[config.mk]
export PLATFORM = sky130hd
export DESIGN_NAME = inst_fetch_flat
export DESIGN_NICKNAME = d
export VERILOG_FILES = /design/src/rtl/inst_fetch_if.sv /design/src/rtl/inst_fetch.sv /design/src/flat_wrapper.sv
export SDC_FILE = /design/constraint.sdc
export NUM_CORES = 1
export LEC_CHECK = 0
export BUFFER_PORTS_ARGS = -buffer_cell sky130_fd_sc_hd__buf_2
export CAP_MARGIN = 10
export CORE_MARGIN = 5
export CORE_UTILIZATION = 58
export DETAILED_ROUTE_END_ITERATION = 6
export PLACE_DENSITY = 0.86
export SKIP_CTS_REPAIR_TIMING = 1
export SLEW_MARGIN = 40
export SYNTH_ARGS = -nofsm -noshare
export SYNTH_HDL_FRONTEND = slang
export SYNTH_SLANG_ARGS = --single-unit
[constraint.sdc]
create_clock -name clk_i -period 6.3 [get_ports clk_i]
set_input_delay 0.315 -clock clk_i [delete_from_list [all_inputs] [get_ports clk_i]]
set_output_delay 0.315 -clock clk_i [all_outputs]
set_load 0.01 [all_outputs]
[src/rtl/inst_fetch_if.sv]
// rtl/inst_fetch_if.sv - handshake bundle between the PC stage, instruction memory, decode and inst_fetch
// Signal suffixes are relative to inst_fetch: _i is driven into the fetch block, _o is driven by it.
//   PC stage : pc_i, pc_valid_i, pc_ready_o
//   memory   : imem_req_o, imem_addr_o, imem_gnt_i, imem_rvalid_i, imem_rdata_i
//   decode   : inst_valid_o, inst_o, inst_addr_o, inst_ready_i
//   control  : flush_i
// modport slave is taken by inst_fetch, modport master by whatever surrounds it.
interface inst_fetch_if #(
    parameter int ADDR_W = 32,
    parameter int DATA_W = 32
);
    logic [ADDR_W-1:0] pc_i;
    logic              pc_valid_i;
    logic              pc_ready_o;
    logic              imem_req_o;
    logic [ADDR_W-1:0] imem_addr_o;
    logic              imem_gnt_i;
    logic              imem_rvalid_i;
    logic [DATA_W-1:0] imem_rdata_i;
    logic              inst_valid_o;
    logic [DATA_W-1:0] inst_o;
    logic [ADDR_W-1:0] inst_addr_o;
    logic              inst_ready_i;
    logic              flush_i;

    modport slave (
        input  pc_i, pc_valid_i, imem_gnt_i, imem_rvalid_i, imem_rdata_i, inst_ready_i, flush_i,
        output pc_ready_o, imem_req_o, imem_addr_o, inst_valid_o, inst_o, inst_addr_o
    );

    modport master (
        output pc_i, pc_valid_i, imem_gnt_i, imem_rvalid_i, imem_rdata_i, inst_ready_i, flush_i,
        input  pc_ready_o, imem_req_o, imem_addr_o, inst_valid_o, inst_o, inst_addr_o
    );
endinterface

[src/rtl/inst_fetch.sv]
// rtl/inst_fetch.sv - single-outstanding instruction fetch with a small output buffer
// Ports:
//   clk_i  : clock, all state updates on the rising edge
//   rst_i  : synchronous active-high reset, overrides flush and all handshakes
//   bus    : inst_fetch_if.slave carrying the PC, memory and decode handshakes plus flush_i
module inst_fetch #(
    parameter int ADDR_W    = 32,
    parameter int DATA_W    = 32,
    parameter int BUF_DEPTH = 2
) (
    input  logic          clk_i,
    input  logic          rst_i,
    inst_fetch_if.slave   bus
);
    localparam int PTR_W = (BUF_DEPTH > 1) ? $clog2(BUF_DEPTH) : 1;
    localparam int CNT_W = $clog2(BUF_DEPTH + 1);

    typedef enum logic [1:0] {
        IDLE = 2'd0,
        REQ  = 2'd1,
        WAIT = 2'd2,
        DROP = 2'd3
    } state_t;

    state_t            state_q, state_d;
    logic [ADDR_W-1:0] addr_q, addr_d;

    logic [DATA_W-1:0] data_q  [BUF_DEPTH];
    logic [ADDR_W-1:0] iaddr_q [BUF_DEPTH];
    logic [PTR_W-1:0]  wr_ptr_q, wr_ptr_d;
    logic [PTR_W-1:0]  rd_ptr_q, rd_ptr_d;
    logic [CNT_W-1:0]  count_q, count_d;

    logic pc_ready;
    logic accept;
    logic push;
    logic pop;

    // Accepting only with a free slot reserves room for the single in-flight
    // response, so a push can never land on a full buffer.
    assign pc_ready = (state_q == IDLE) && (count_q < CNT_W'(BUF_DEPTH)) && !bus.flush_i;
    assign accept   = bus.pc_valid_i && pc_ready;
    assign push     = (state_q == WAIT) && bus.imem_rvalid_i && !bus.flush_i;
    assign pop      = (count_q != '0) && bus.inst_ready_i;

    assign bus.pc_ready_o   = pc_ready;
    assign bus.imem_req_o   = (state_q == REQ);
    assign bus.imem_addr_o  = addr_q;
    assign bus.inst_valid_o = (count_q != '0);
    assign bus.inst_o       = data_q[rd_ptr_q];
    assign bus.inst_addr_o  = iaddr_q[rd_ptr_q];

    always_comb begin
        state_d = state_q;
        addr_d  = addr_q;
        case (state_q)
            IDLE: begin
                if (accept) begin
                    state_d = REQ;
                    addr_d  = {bus.pc_i[ADDR_W-1:2], 2'b00};
                end
            end
            REQ: begin
                // A granted request is already in memory's hands, so its
                // response must still be absorbed in DROP.
                if (bus.flush_i) begin
                    state_d = bus.imem_gnt_i ? DROP : IDLE;
                end else if (bus.imem_gnt_i) begin
                    state_d = WAIT;
                end
            end
            WAIT: begin
                if (bus.imem_rvalid_i) begin
                    state_d = IDLE;
                end else if (bus.flush_i) begin
                    state_d = DROP;
                end
            end
            DROP: begin
                if (bus.imem_rvalid_i) begin
                    state_d = IDLE;
                end
            end
            default: state_d = IDLE;
        endcase
    end

    always_comb begin
        wr_ptr_d = wr_ptr_q;
        rd_ptr_d = rd_ptr_q;
        count_d  = count_q;
        if (bus.flush_i) begin
            wr_ptr_d = '0;
            rd_ptr_d = '0;
            count_d  = '0;
        end else begin
            if (push) begin
                wr_ptr_d = (wr_ptr_q == PTR_W'(BUF_DEPTH - 1)) ? '0 : wr_ptr_q + 1'b1;
            end
            if (pop) begin
                rd_ptr_d = (rd_ptr_q == PTR_W'(BUF_DEPTH - 1)) ? '0 : rd_ptr_q + 1'b1;
            end
            case ({push, pop})
                2'b10:   count_d = count_q + 1'b1;
                2'b01:   count_d = count_q - 1'b1;
                default: count_d = count_q;
            endcase
        end
    end

    always_ff @(posedge clk_i) begin
        if (rst_i) begin
            state_q  <= IDLE;
            addr_q   <= '0;
            wr_ptr_q <= '0;
            rd_ptr_q <= '0;
            count_q  <= '0;
            // Cleared so the head outputs read zero after reset.
            for (int i = 0; i < BUF_DEPTH; i++) begin
                data_q[i]  <= '0;
                iaddr_q[i] <= '0;
            end
        end else begin
            state_q  <= state_d;
            addr_q   <= addr_d;
            wr_ptr_q <= wr_ptr_d;
            rd_ptr_q <= rd_ptr_d;
            count_q  <= count_d;
            if (push) begin
                data_q[wr_ptr_q]  <= bus.imem_rdata_i;
                iaddr_q[wr_ptr_q] <= addr_q;
            end
        end
    end
endmodule

[src/flat_wrapper.sv]
// flat-port wrapper written by rule: the top's interface ports become plain ports
module inst_fetch_flat 
#(
    parameter int ADDR_W    = 32,
    parameter int DATA_W    = 32,
    parameter int BUF_DEPTH = 2
)
  (clk_i, rst_i, bus_pc_i, bus_pc_valid_i, bus_imem_gnt_i, bus_imem_rvalid_i, bus_imem_rdata_i, bus_inst_ready_i, bus_flush_i, bus_pc_ready_o, bus_imem_req_o, bus_imem_addr_o, bus_inst_valid_o, bus_inst_o, bus_inst_addr_o);
  inst_fetch_if #(.ADDR_W(ADDR_W), .DATA_W(DATA_W)) bus_i ();
  input  logic clk_i;
  input  logic rst_i;
  input wire logic [$bits(bus_i.pc_i)-1:0] bus_pc_i;
  input wire logic [$bits(bus_i.pc_valid_i)-1:0] bus_pc_valid_i;
  input wire logic [$bits(bus_i.imem_gnt_i)-1:0] bus_imem_gnt_i;
  input wire logic [$bits(bus_i.imem_rvalid_i)-1:0] bus_imem_rvalid_i;
  input wire logic [$bits(bus_i.imem_rdata_i)-1:0] bus_imem_rdata_i;
  input wire logic [$bits(bus_i.inst_ready_i)-1:0] bus_inst_ready_i;
  input wire logic [$bits(bus_i.flush_i)-1:0] bus_flush_i;
  output wire logic [$bits(bus_i.pc_ready_o)-1:0] bus_pc_ready_o;
  output wire logic [$bits(bus_i.imem_req_o)-1:0] bus_imem_req_o;
  output wire logic [$bits(bus_i.imem_addr_o)-1:0] bus_imem_addr_o;
  output wire logic [$bits(bus_i.inst_valid_o)-1:0] bus_inst_valid_o;
  output wire logic [$bits(bus_i.inst_o)-1:0] bus_inst_o;
  output wire logic [$bits(bus_i.inst_addr_o)-1:0] bus_inst_addr_o;
  assign bus_i.pc_i = bus_pc_i;
  assign bus_i.pc_valid_i = bus_pc_valid_i;
  assign bus_i.imem_gnt_i = bus_imem_gnt_i;
  assign bus_i.imem_rvalid_i = bus_imem_rvalid_i;
  assign bus_i.imem_rdata_i = bus_imem_rdata_i;
  assign bus_i.inst_ready_i = bus_inst_ready_i;
  assign bus_i.flush_i = bus_flush_i;
  assign bus_pc_ready_o = bus_i.pc_ready_o;
  assign bus_imem_req_o = bus_i.imem_req_o;
  assign bus_imem_addr_o = bus_i.imem_addr_o;
  assign bus_inst_valid_o = bus_i.inst_valid_o;
  assign bus_inst_o = bus_i.inst_o;
  assign bus_inst_addr_o = bus_i.inst_addr_o;
  inst_fetch #(.ADDR_W(ADDR_W), .DATA_W(DATA_W), .BUF_DEPTH(BUF_DEPTH)) u_core (.clk_i(clk_i), .rst_i(rst_i), .bus(bus_i));
endmodule
==> results of run 1 <==
[placed cells by master, fill, tap and decap left out, types with 2 or more instances in the layout]
cell	n
buf_4	8
inv_4	2
o21ai_1	2
xnor2_1	3
clkbuf_16	17
mux2_2	62
edfxtp_1	124
nand2b_1	30
nand4b_1	30
nor3_1	4
clkinv_2	2
o21ai_0	29
bufinv_16	4
and2_1	124
buf_2	162
nor4_4	2
dfxtp_1	36
conb_1	4
or2_2	3
xor2_1	2
clkinv_4	2
[power by group through the flow]
stage               Clock, mW  Combinational, mW  Sequential (mW)
floorplan                   0             0.0730             1.22
global route             1.14              0.155             1.20
global placement            0              0.139             1.22
detailed placement          0              0.143             1.22
CTS                      1.09              0.144             1.20
finish                   1.08              0.142             1.20
[cells in the mapped netlist, types with 2 or more instances]
cell	number
clkbuf_1	20
and2_1	125
nand4b_1	30
buf_2	7
o21ai_0	29
nand2b_1	30
xor2_1	2
or2_2	3
xnor2_1	3
o21ai_1	2
nor3_1	4
edfxtp_1	124
buf_4	4
mux2_2	62
dfxtp_1	37
clkbuf_2	9
[path summary, 6_finish.rpt]
| check | from | endpoint | depth (start not counted) |
|---|---|---|---|
| worst min register to register | u_core.bus.imem_addr_o[24] | u_core.bus.imem_addr_o[24] | 2 |
| worst max register to register | u_core.state_q[1] | u_core.data_q[0][7] | 4 |
| worst min-delay path | bus_pc_i[9] | u_core.bus.imem_addr_o[9] | 3 |
| worst max-delay path | u_core.state_q[1] | u_core.data_q[0][7] | 4 |
[routing by layer]
metal | global-route usage | part of all wire | vias to the layer above
li1 | - | - | 2120
met4 | 0.0737 | 0.017 | 2
met1 | 0.251 | 0.42 | 2146
met5 | 0 | 0.00049 | -
met2 | 0.350 | 0.50 | 141
met3 | 0.0481 | 0.061 | 21
[area by class of cell]
class                      instances  area (um^2)
antenna                            1         2.50
clock buffer                      19          443
clock inverter                    13          183
fill                             822         3390
inverter                           1         3.75
multi-input combinational        310         2370
sequential                       161         4470
tap                              147          184
timing repair buffer             170          871
[cells by family after synthesis]
kind of cell | count (synthesis) | share of synthesized area
AOI/OAI and AO/OA | 37 | 0.0285
muxes | 62 | 0.0999
buffers and inverters | 42 | 0.0276
other | 1 | 0.000536
and+or+nand+nor | 201 | 0.197
adders and majority gates | 1 | 0.00179
DFF | 161 | 0.639
xor gates and xnor gates | 5 | 0.00627
[through the flow]
| step | utilization | setup slack (ns) | instance area, um^2 | hold WS (ns) | instances |
|---|---|---|---|---|---|
| after floorplan | - | 2.04 | 7000 | 0.459 | 513 |
| after global placement | 0.662 | 3.79 | 7890 | 0.473 | 789 |
| after detailed placement | 0.662 | 3.65 | 7890 | 0.482 | 789 |
| after CTS | 0.715 | 3.76 | 8510 | 0.149 | 821 |
| after global routing | 0.715 | 3.64 | 8520 | 0.175 | 822 |
| final | 0.715 | 3.80 | 8520 | 0.162 | 822 |
[sequential cells by signal (all words and copies together) (netlist names), named ones only]
register,cells
u_core.rd_ptr_q,1
u_core.state_q,2
u_core.data_q,64
u_core.count_q,2
u_core.bus.imem_addr_o,30
u_core.iaddr_q,60
u_core.wr_ptr_q,1
[critical path, delay by kind of cell (launching register included)]
family	cells	cell delay [ns]
buffers and inverters	1	0.61
DFF	1	0.50
and+or+nand+nor	2	0.50
AOI/OAI and AO/OA	1	0.50
==> reports/metrics.yaml, run 1 <==
status:
  status: "finished, final reports clean"
placement:
  place.gp.congestion: 0.732
  dp_hpwl_um: 9070
  io_buffers: 163
setup_path:
  start_kind: "register"
  crit_path_max_incr_delay_ns: 0.61
  crit_chain: "nand3b_4 > or2_2 > o21bai_4 > buf_4"
  crit_arrival_ns: 2.54
  crit_required_ns: 6.34
  reg2reg_slack_ns: 3.80
  cp_max_fo: 43
  critPathKind: "reg -> reg"
  cp_slowest_cell: "buf_4"
  cp-end-kind: "register"
sta:
  rsz0062_at_grt: "no"
  post-route-min-period_ns: 2.50
  fmax_mhz: 400
  tightest_slew_ns: 0.671
  finalCritPeriodShare: 0.397
  maxSlewHeadroom: 0.553
  setup_viol: 0
  hold_viol: 0
  slew_viol_final: 0
  finClkSkew_ns: 0.00732
  fin_tns_setup_ns: 0
power:
  power.leakage_nw: 3.50
  combPwrFrac: 0.059
  power.clock.fraction: 0.447
  pwr_density_cell_nw_per_um2: 284
  p_sw_mw: 0.505
  irDropWorstVdd_mv: 0.141
  intPower_mw: 1.91
  power_mw: 2.42
  netSwitchingFraction: 0.209
  sequentialPowerShare: 0.494
global_route:
  track_usage: 0.203
  grt_pass1_wl_um: 22600
  grt_pass1_vias: 4479
  grt_max_degree: 72
  antenna_found_initial: 2
  grt_overflow: 0
clock_tree:
  cts.sinks: 161
  htree_levels: 4
  clk_path_buf_depth: 2
  clk_latency_ns: 0.41
  path_clk_slew_ns: 0.06
  cts-root-buf: "clkbuf_16"
  cts_tree: "built"
  tritoncts.num_buffers: 17
synthesis:
  syn-instance-count: 510
  synth_async_sr_flop_share: 0
  yosysTopAreaCellShare: 0.533
  synth_area_per_cell_um2: 13.7
  synth_area_leaders: "edfxtp_1 53%, and2_1 11%, dfxtp_1 11%"
  synth_seq_area_share: 0.639
  ys_types: 35
  ys.flop_type: "edfxtp_1"
  yosysTopAreaCell: "edfxtp_1"
  yosys_warnings: 0
  synth_seq_cells: 161
  synth_edf_count: 124
  syn_area_um2: 6990
floorplanning:
  die_h_um: 120
  ios: 170
  fp.dieW_um: 120
  core-area_um2: 11900
  start_util: 0.587
  rows: 40
  dieArea_um2: 14300
route:
  drt_iter0_markers: 296
  vias: 4430
  wl_per_cell_um: 17.5
  drc_errors: 0
  wirelength_um: 14400
  vias_per_cell: 5.39
  dr.pass1.iters: 4
  antenna_left: 0
worst_hold_path:
  min_path_type: "in -> reg"
job:
  maxCapViolations: 0
cells_and_area:
  drive_gt1_frac: 0.404
  fin_nets: 733
  area_delta_synth_final_pct: 21.9
Note: power is estimated with default switching activity, not from simulation.
==> run 2, diff against run 1 <==
--- a/config.mk
+++ b/config.mk
@@ -8,9 +8,9 @@
 export BUFFER_PORTS_ARGS = -buffer_cell sky130_fd_sc_hd__buf_2
 export CAP_MARGIN = 10
 export CORE_MARGIN = 5
-export CORE_UTILIZATION = 58
+export CORE_UTILIZATION = 53
 export DETAILED_ROUTE_END_ITERATION = 6
-export PLACE_DENSITY = 0.86
+export PLACE_DENSITY = 0.79
 export SKIP_CTS_REPAIR_TIMING = 1
 export SLEW_MARGIN = 40
 export SYNTH_ARGS = -nofsm -noshare
==> constraint.sdc (replaced) <==
create_clock -name clk_i -period 2.6 [get_ports clk_i]
set_input_delay 0.13 -clock clk_i [delete_from_list [all_inputs] [get_ports clk_i]]
set_output_delay 0.13 -clock clk_i [all_outputs]
set_load 0.01 [all_outputs]
==> reports/metrics.yaml, run 2 (synthesis gave the netlist of run 1 again) <==
status:
  violations: "hold timing"
  status: "finished with violations"
sta:
  post-route-min-period_ns: 2.03
  rsz0062_at_grt: "no"
  fmax_mhz: 493
  tightest_slew_ns: 0.553  # -0.118 ns
  postLayoutSetupSlackWorst_ns: 0.573  # -3.22 ns
  setup_viol: 0  # unchanged
  finalCritPeriodShare: 0.780
  finClkSkew_ns: 0.00569  # -0.00163 ns
  maxSlewHeadroom: 0.631  # +0.0784
  fin_tns_setup_ns: 0  # unchanged
  holdWs_ns: -0.00857  # -0.171 ns
  hold_viol: 4  # +4
  slew_viol_final: 0  # unchanged
route:
  vias: 4590  # +3.6%
  vias_per_cell: 5.21  # -3.3%
  dr.pass1.iters: 4  # unchanged
  drc_errors: 0  # unchanged
  wl_per_cell_um: 16.8  # -4.4%
  drt_iter0_markers: 228  # -23%
  wirelength_um: 14800  # +2.4%
  antenna_left: 0  # unchanged
placement:
  dpl-instance-area_um2: 8010  # +1.6%
  place.gp.congestion: 0.758  # +3.5%
  place_ws_ns: 0.633  # -3.02 ns
  dp_hpwl_um: 9380  # +3.4%
  io_buffers: 163  # unchanged
clock_tree:
  cts.sinks: 161  # unchanged
  cts_tree: "built"
  clk_latency_ns: 0.41  # about the same
  path_clk_slew_ns: 0.06  # about the same
  cts-root-buf: "clkbuf_16"
  htree_levels: 4  # unchanged
  tritoncts.num_buffers: 17  # unchanged
  clk_path_buf_depth: 2  # unchanged
cells_and_area:
  multi_input_area_um2: 2370  # about the same
  regMostFlops: "u_core.data_q"
  layout.area.seq_um2: 4470  # unchanged
  largest_reg_flops: 64  # unchanged
  num_antenna_cells: 0  # -1
  layout_commonest_cell: "buf_2"
  final.fill_count: 911  # +11%
  area_delta_synth_final_pct: 26.4
  final_cell_mix: "163 x buf_2, 125 x and2_1, 124 x edfxtp_1, 62 x mux2_2, 36 x dfxtp_1"
  fin_nets: 765  # +4.4%
  drive_gt1_frac: 0.389  # -0.0149
  final_core_util: 0.675  # -0.0399
  fin_area_um2: 8830  # +3.7%
setup_path:
  reg2reg_slack_ns: 0.64  # -3.16 ns
  crit_arrival_ns: 1.90  # -0.64 ns
  rr_startpoint: "u_core.state_q[1]"
  r2r_end: "u_core.count_q[1]"
  critPathKind: "reg -> out"
  ff2ff_path_depth: 5  # +1
  worstSetupEndpoint: "bus_inst_addr_o[22]"
  cp-end-kind: "primary output"
  crit_required_ns: 2.47  # -3.87 ns
  cp_max_fo: 46  # +7.0%
  start_kind: "register"
global_route:
  grt_overflow: 0  # unchanged
  track_usage: 0.189  # -0.0146
  grt_pass1_wl_um: 23100  # +2.2%
  antenna_found_initial: 0  # -2
  grt_pass1_vias: 4635  # +3.5%
  grt_max_degree: 63  # -13%
power:
  power.leakage_nw: 3.61  # +3.1%
  irDropWorstVdd_mv: 0.317  # +120%
  power_mw: 5.63  # +130%
  pwr_density_cell_nw_per_um2: 637  # +120%
job:
  maxCapViolations: 0  # unchanged
floorplanning:
  dieArea_um2: 15600  # +8.6%
  start_util: 0.534  # -0.0526
  fp.dieW_um: 125  # +4.2%
  core-area_um2: 13100  # +9.9%
  rows: 42  # +5.0%
  die_h_um: 125  # +4.2%
  ios: 170  # unchanged
worst_hold_path:
  min_path_type: "in -> reg"
==> run 2: cell count changes in the layout (fill, tap and decap cells not counted), sizes merged <==
| cell | delta |
|---|---|
| buf | +5 |
| clkinv | +1 |
| clkinvlp | +3 |
| diode | -1 |
| dlygate4sd3 | +27 |
| inv | -3 |
| bufinv | -2 |
==> run 2: how the worst min path moves through the flow <==
stage / from / endpoint / slack [ns] / cells after the start
6_report: bus_pc_i[20] / u_core.bus.imem_addr_o[20] / -0.009 / 3
5_1_grt: bus_imem_rdata_i[6] / u_core.data_q[1][6] / 0.001 / 2
4_1_cts: bus_pc_i[10] / u_core.bus.imem_addr_o[10] / -0.04 / 3
3_5_place_dp: bus_pc_i[10] / u_core.bus.imem_addr_o[10] / 0.39 / 3
3_3_place_gp: bus_pc_i[14] / u_core.bus.imem_addr_o[14] / 0.39 / 3
2_1_floorplan: bus_imem_gnt_i / u_core.state_q[1] / 0.27 / 2
==> run 2: per-layer routing <==
layer / up-vias / wire length [um] / GRT usage
li1: 2180 / - / -
met1: 2236 / 6160 / 0.230
met2: 151 / 7390 / 0.322
met3: 23 / 993 / 0.0557
met4: 0 / 233 / 0.0644
met5: - / 0 / 0
==> run 2: area by class of cell <==
| cell class | instances | share of cell area |
|---|---|---|
| sequential | 161 | 0.505 |
| multi-input combinational | 310 | 0.268 |
| timing repair buffer | 202 | 0.139 |
| clock buffer | 19 | 0.0490 |
| tap | 176 | 0.0249 |
| clock inverter | 12 | 0.0135 |
| inverter | 1 | 0.000425 |
==> run 2: through the flow <==
stage,cells,hold WS (ns)
after detailed placement,823,0.394
after floorplan,513,0.274
after global placement,823,0.385
after CTS,854,-0.0386
after global routing,881,0.000993
final,881,-0.00857
==> run 2: power breakdown <==
| group | switching, mW | internal, mW | leakage (nW) |
|---|---|---|---|
| sequential | 0.0413 | 2.86 | 1.58 |
| clock | 0.947 | 1.39 | 0.262 |
| combinational | 0.208 | 0.183 | 1.76 |
==> run 2: critical path: stages (launching register included) <==
cell and delay (ns):
dfxtp_2 0.61, buf_12 0.31, mux2_2 0.38, buf_2 0.14
==> run 3, diff against run 2 <==
==> constraint.sdc (replaced) <==
create_clock -name clk_i -period 2 [get_ports clk_i]
set_input_delay 0.1 -clock clk_i [delete_from_list [all_inputs] [get_ports clk_i]]
set_output_delay 0.1 -clock clk_i [all_outputs]
set_load 0.01 [all_outputs]
==> reports/metrics.yaml, run 3 (synthesis gave the netlist of run 1 again) <==
status:
  status: "finished with violations"
  violations: "hold timing"
setup_path:
  critPathKind: "reg -> reg"
  ff2ff_path_depth: 5  # unchanged
  r2r_end: "u_core.count_q[1]"
  worstSetupEndpoint: "u_core.count_q[1]"
  crit_arrival_ns: 2.12  # +0.22 ns
  cp-end-kind: "register"
  reg2reg_slack_ns: 0.21  # -0.43 ns
  cp_max_fo: 6  # -87%
  rr_startpoint: "u_core.state_q[1]"
  startpoint: "u_core.state_q[1]"
  crit_required_ns: 2.33  # -0.14 ns
  start_kind: "register"
sta:
  post-route-min-period_ns: 1.79
  finalCritPeriodShare: 0.895
  fmax_mhz: 559
  finClkSkew_ns: 0.00593  # +0.000236 ns
  setup_viol: 0  # unchanged
  tightest_slew_ns: 0.555  # +0.00154 ns
  rsz0062_at_grt: "no"
  maxSlewHeadroom: 0.630  # -0.00102
  hold_viol: 3  # -1
  holdWs_ns: -0.0474  # -0.0388 ns
  slew_viol_final: 0  # unchanged
floorplanning:
  start_util: 0.534  # unchanged
  fp.dieW_um: 125  # unchanged
  rows: 42  # unchanged
  ios: 170  # unchanged
  dieArea_um2: 15600  # unchanged
  core-area_um2: 13100  # unchanged
  die_h_um: 125  # unchanged
route:
  dr.pass1.iters: 4  # unchanged
  drt_iter0_markers: 290  # +27%
  vias: 4695  # +2.3%
  antenna_left: 0  # unchanged
  drc_errors: 0  # unchanged
  wl_per_cell_um: 16.4  # -2.0%
  vias_per_cell: 5.14  # -1.4%
  wirelength_um: 15000  # +1.7%
worst_hold_path:
  hold_path.startpoint: "bus_pc_i[26]"
  min_path_type: "in -> reg"
cells_and_area:
  final_cell_mix: "163 x buf_2, 125 x and2_1, 124 x edfxtp_1, 62 x mux2_2, 57 x dlygate4sd3_1"
  fin_cells: 914  # +3.7%
  layout.area.seq_um2: 4470  # about the same
  largest_reg_flops: 64  # unchanged
  num_antenna_cells: 0  # unchanged
  fin_area_um2: 9200  # +4.1%
  multi_input_area_um2: 2370  # +0.11%
  final_core_util: 0.703  # +0.0275
  regMostFlops: "u_core.data_q"
  drive_gt1_frac: 0.374  # -0.0147
  layout_commonest_cell: "buf_2"
  final.fill_count: 900  # -1.2%
  fin_nets: 797  # +4.2%
  area_delta_synth_final_pct: 31.5
job:
  maxCapViolations: 0  # unchanged
global_route:
  grt_pass1_wl_um: 22300  # -3.8%
  grt_overflow: 0  # unchanged
  grt_max_degree: 63  # unchanged
  track_usage: 0.182  # -0.00644
  antenna_found_initial: 0  # unchanged
  grt_pass1_vias: 4381  # -5.5%
clock_tree:
  htree_levels: 4  # unchanged
  tritoncts.num_buffers: 17  # unchanged
  clk_latency_ns: 0.41  # about the same
  cts.sinks: 161  # unchanged
  cts-root-buf: "clkbuf_16"
  cts_tree: "built"
  path_clk_slew_ns: 0.06  # about the same
  clk_path_buf_depth: 2  # unchanged
placement:
  dp_hpwl_um: 9200  # -2.0%
  place.gp.congestion: 0.742  # -2.2%
  io_buffers: 163  # unchanged
  placedCellCount: 825  # +0.24%
  dpl-instance-area_um2: 8070  # +0.72%
power:
  power.leakage_nw: 3.75  # +4.1%
  pwr_density_cell_nw_per_um2: 800  # +26%
  irDropWorstVdd_mv: 0.536  # +69%
[run 3: cell types whose count changed in the layout (fill, tap and decap cells not counted), sizes merged]
cell	before	now
clkinvlp	4	3
buf	175	177
clkinv	6	7
clkbuf	19	20
dlygate4sd3	27	57
[run 3: power by group]
part | switching [mW] | internal (mW) | total (mW)
Combinational | 0.281 | 0.284 | 0.564
Clock | 1.21 | 1.82 | 3.02
Sequential | 0.0553 | 3.71 | 3.77
[run 3: layout make-up]
type / instances / area share
Clock buffer: 20 / 0.0475
Clock inverter: 12 / 0.0128
Inverter: 1 / 0.000408
Multi-Input combinational cell: 310 / 0.258
Sequential cell: 161 / 0.486
Tap cell: 176 / 0.0239
Timing Repair Buffer: 234 / 0.172
[run 3: layer usage]
metal,global-route usage,wire length (um),vias up
met5,0,0,-
met4,0.0676,293,0
met3,0.0532,1060,24
met2,0.299,7630,165
met1,0.230,6040,2268
li1,-,-,2238
[run 3: how the worst min path moves through the flow]
stage	endpoint	depth (start not counted)	slack, ns
detailed placement	u_core.bus.imem_addr_o[14]	3	0.36
global route	u_core.bus.imem_addr_o[26]	3	-0.004
global placement	u_core.bus.imem_addr_o[14]	3	0.36
CTS	u_core.bus.imem_addr_o[21]	3	-0.08
floorplan	u_core.state_q[0]	2	0.24
finish	u_core.bus.imem_addr_o[26]	3	-0.05
[run 3: worst max-delay path, cell delays in order, from the launching register on]
cell	delay, ns
dfxtp_2	0.42
nand3b_4	0.14
or2_4	0.27
ha_1	0.31
or3_1	0.35
a211oi_1	0.21
[run 3: stage by stage]
stage | TNS, ns | setup slack, ns | hold slack, ns | power [mW]
after floorplan | -10.14 | -0.164 | 0.243 | 4.07
after global routing | 0 | 0.156 | -0.00370 | 7.63
after detailed placement | 0 | 0.203 | 0.365 | 4.32
after global placement | 0 | 0.220 | 0.356 | 4.30
after CTS | 0 | 0.208 | -0.0750 | 7.33
final | 0 | 0.210 | -0.0474 | 7.36
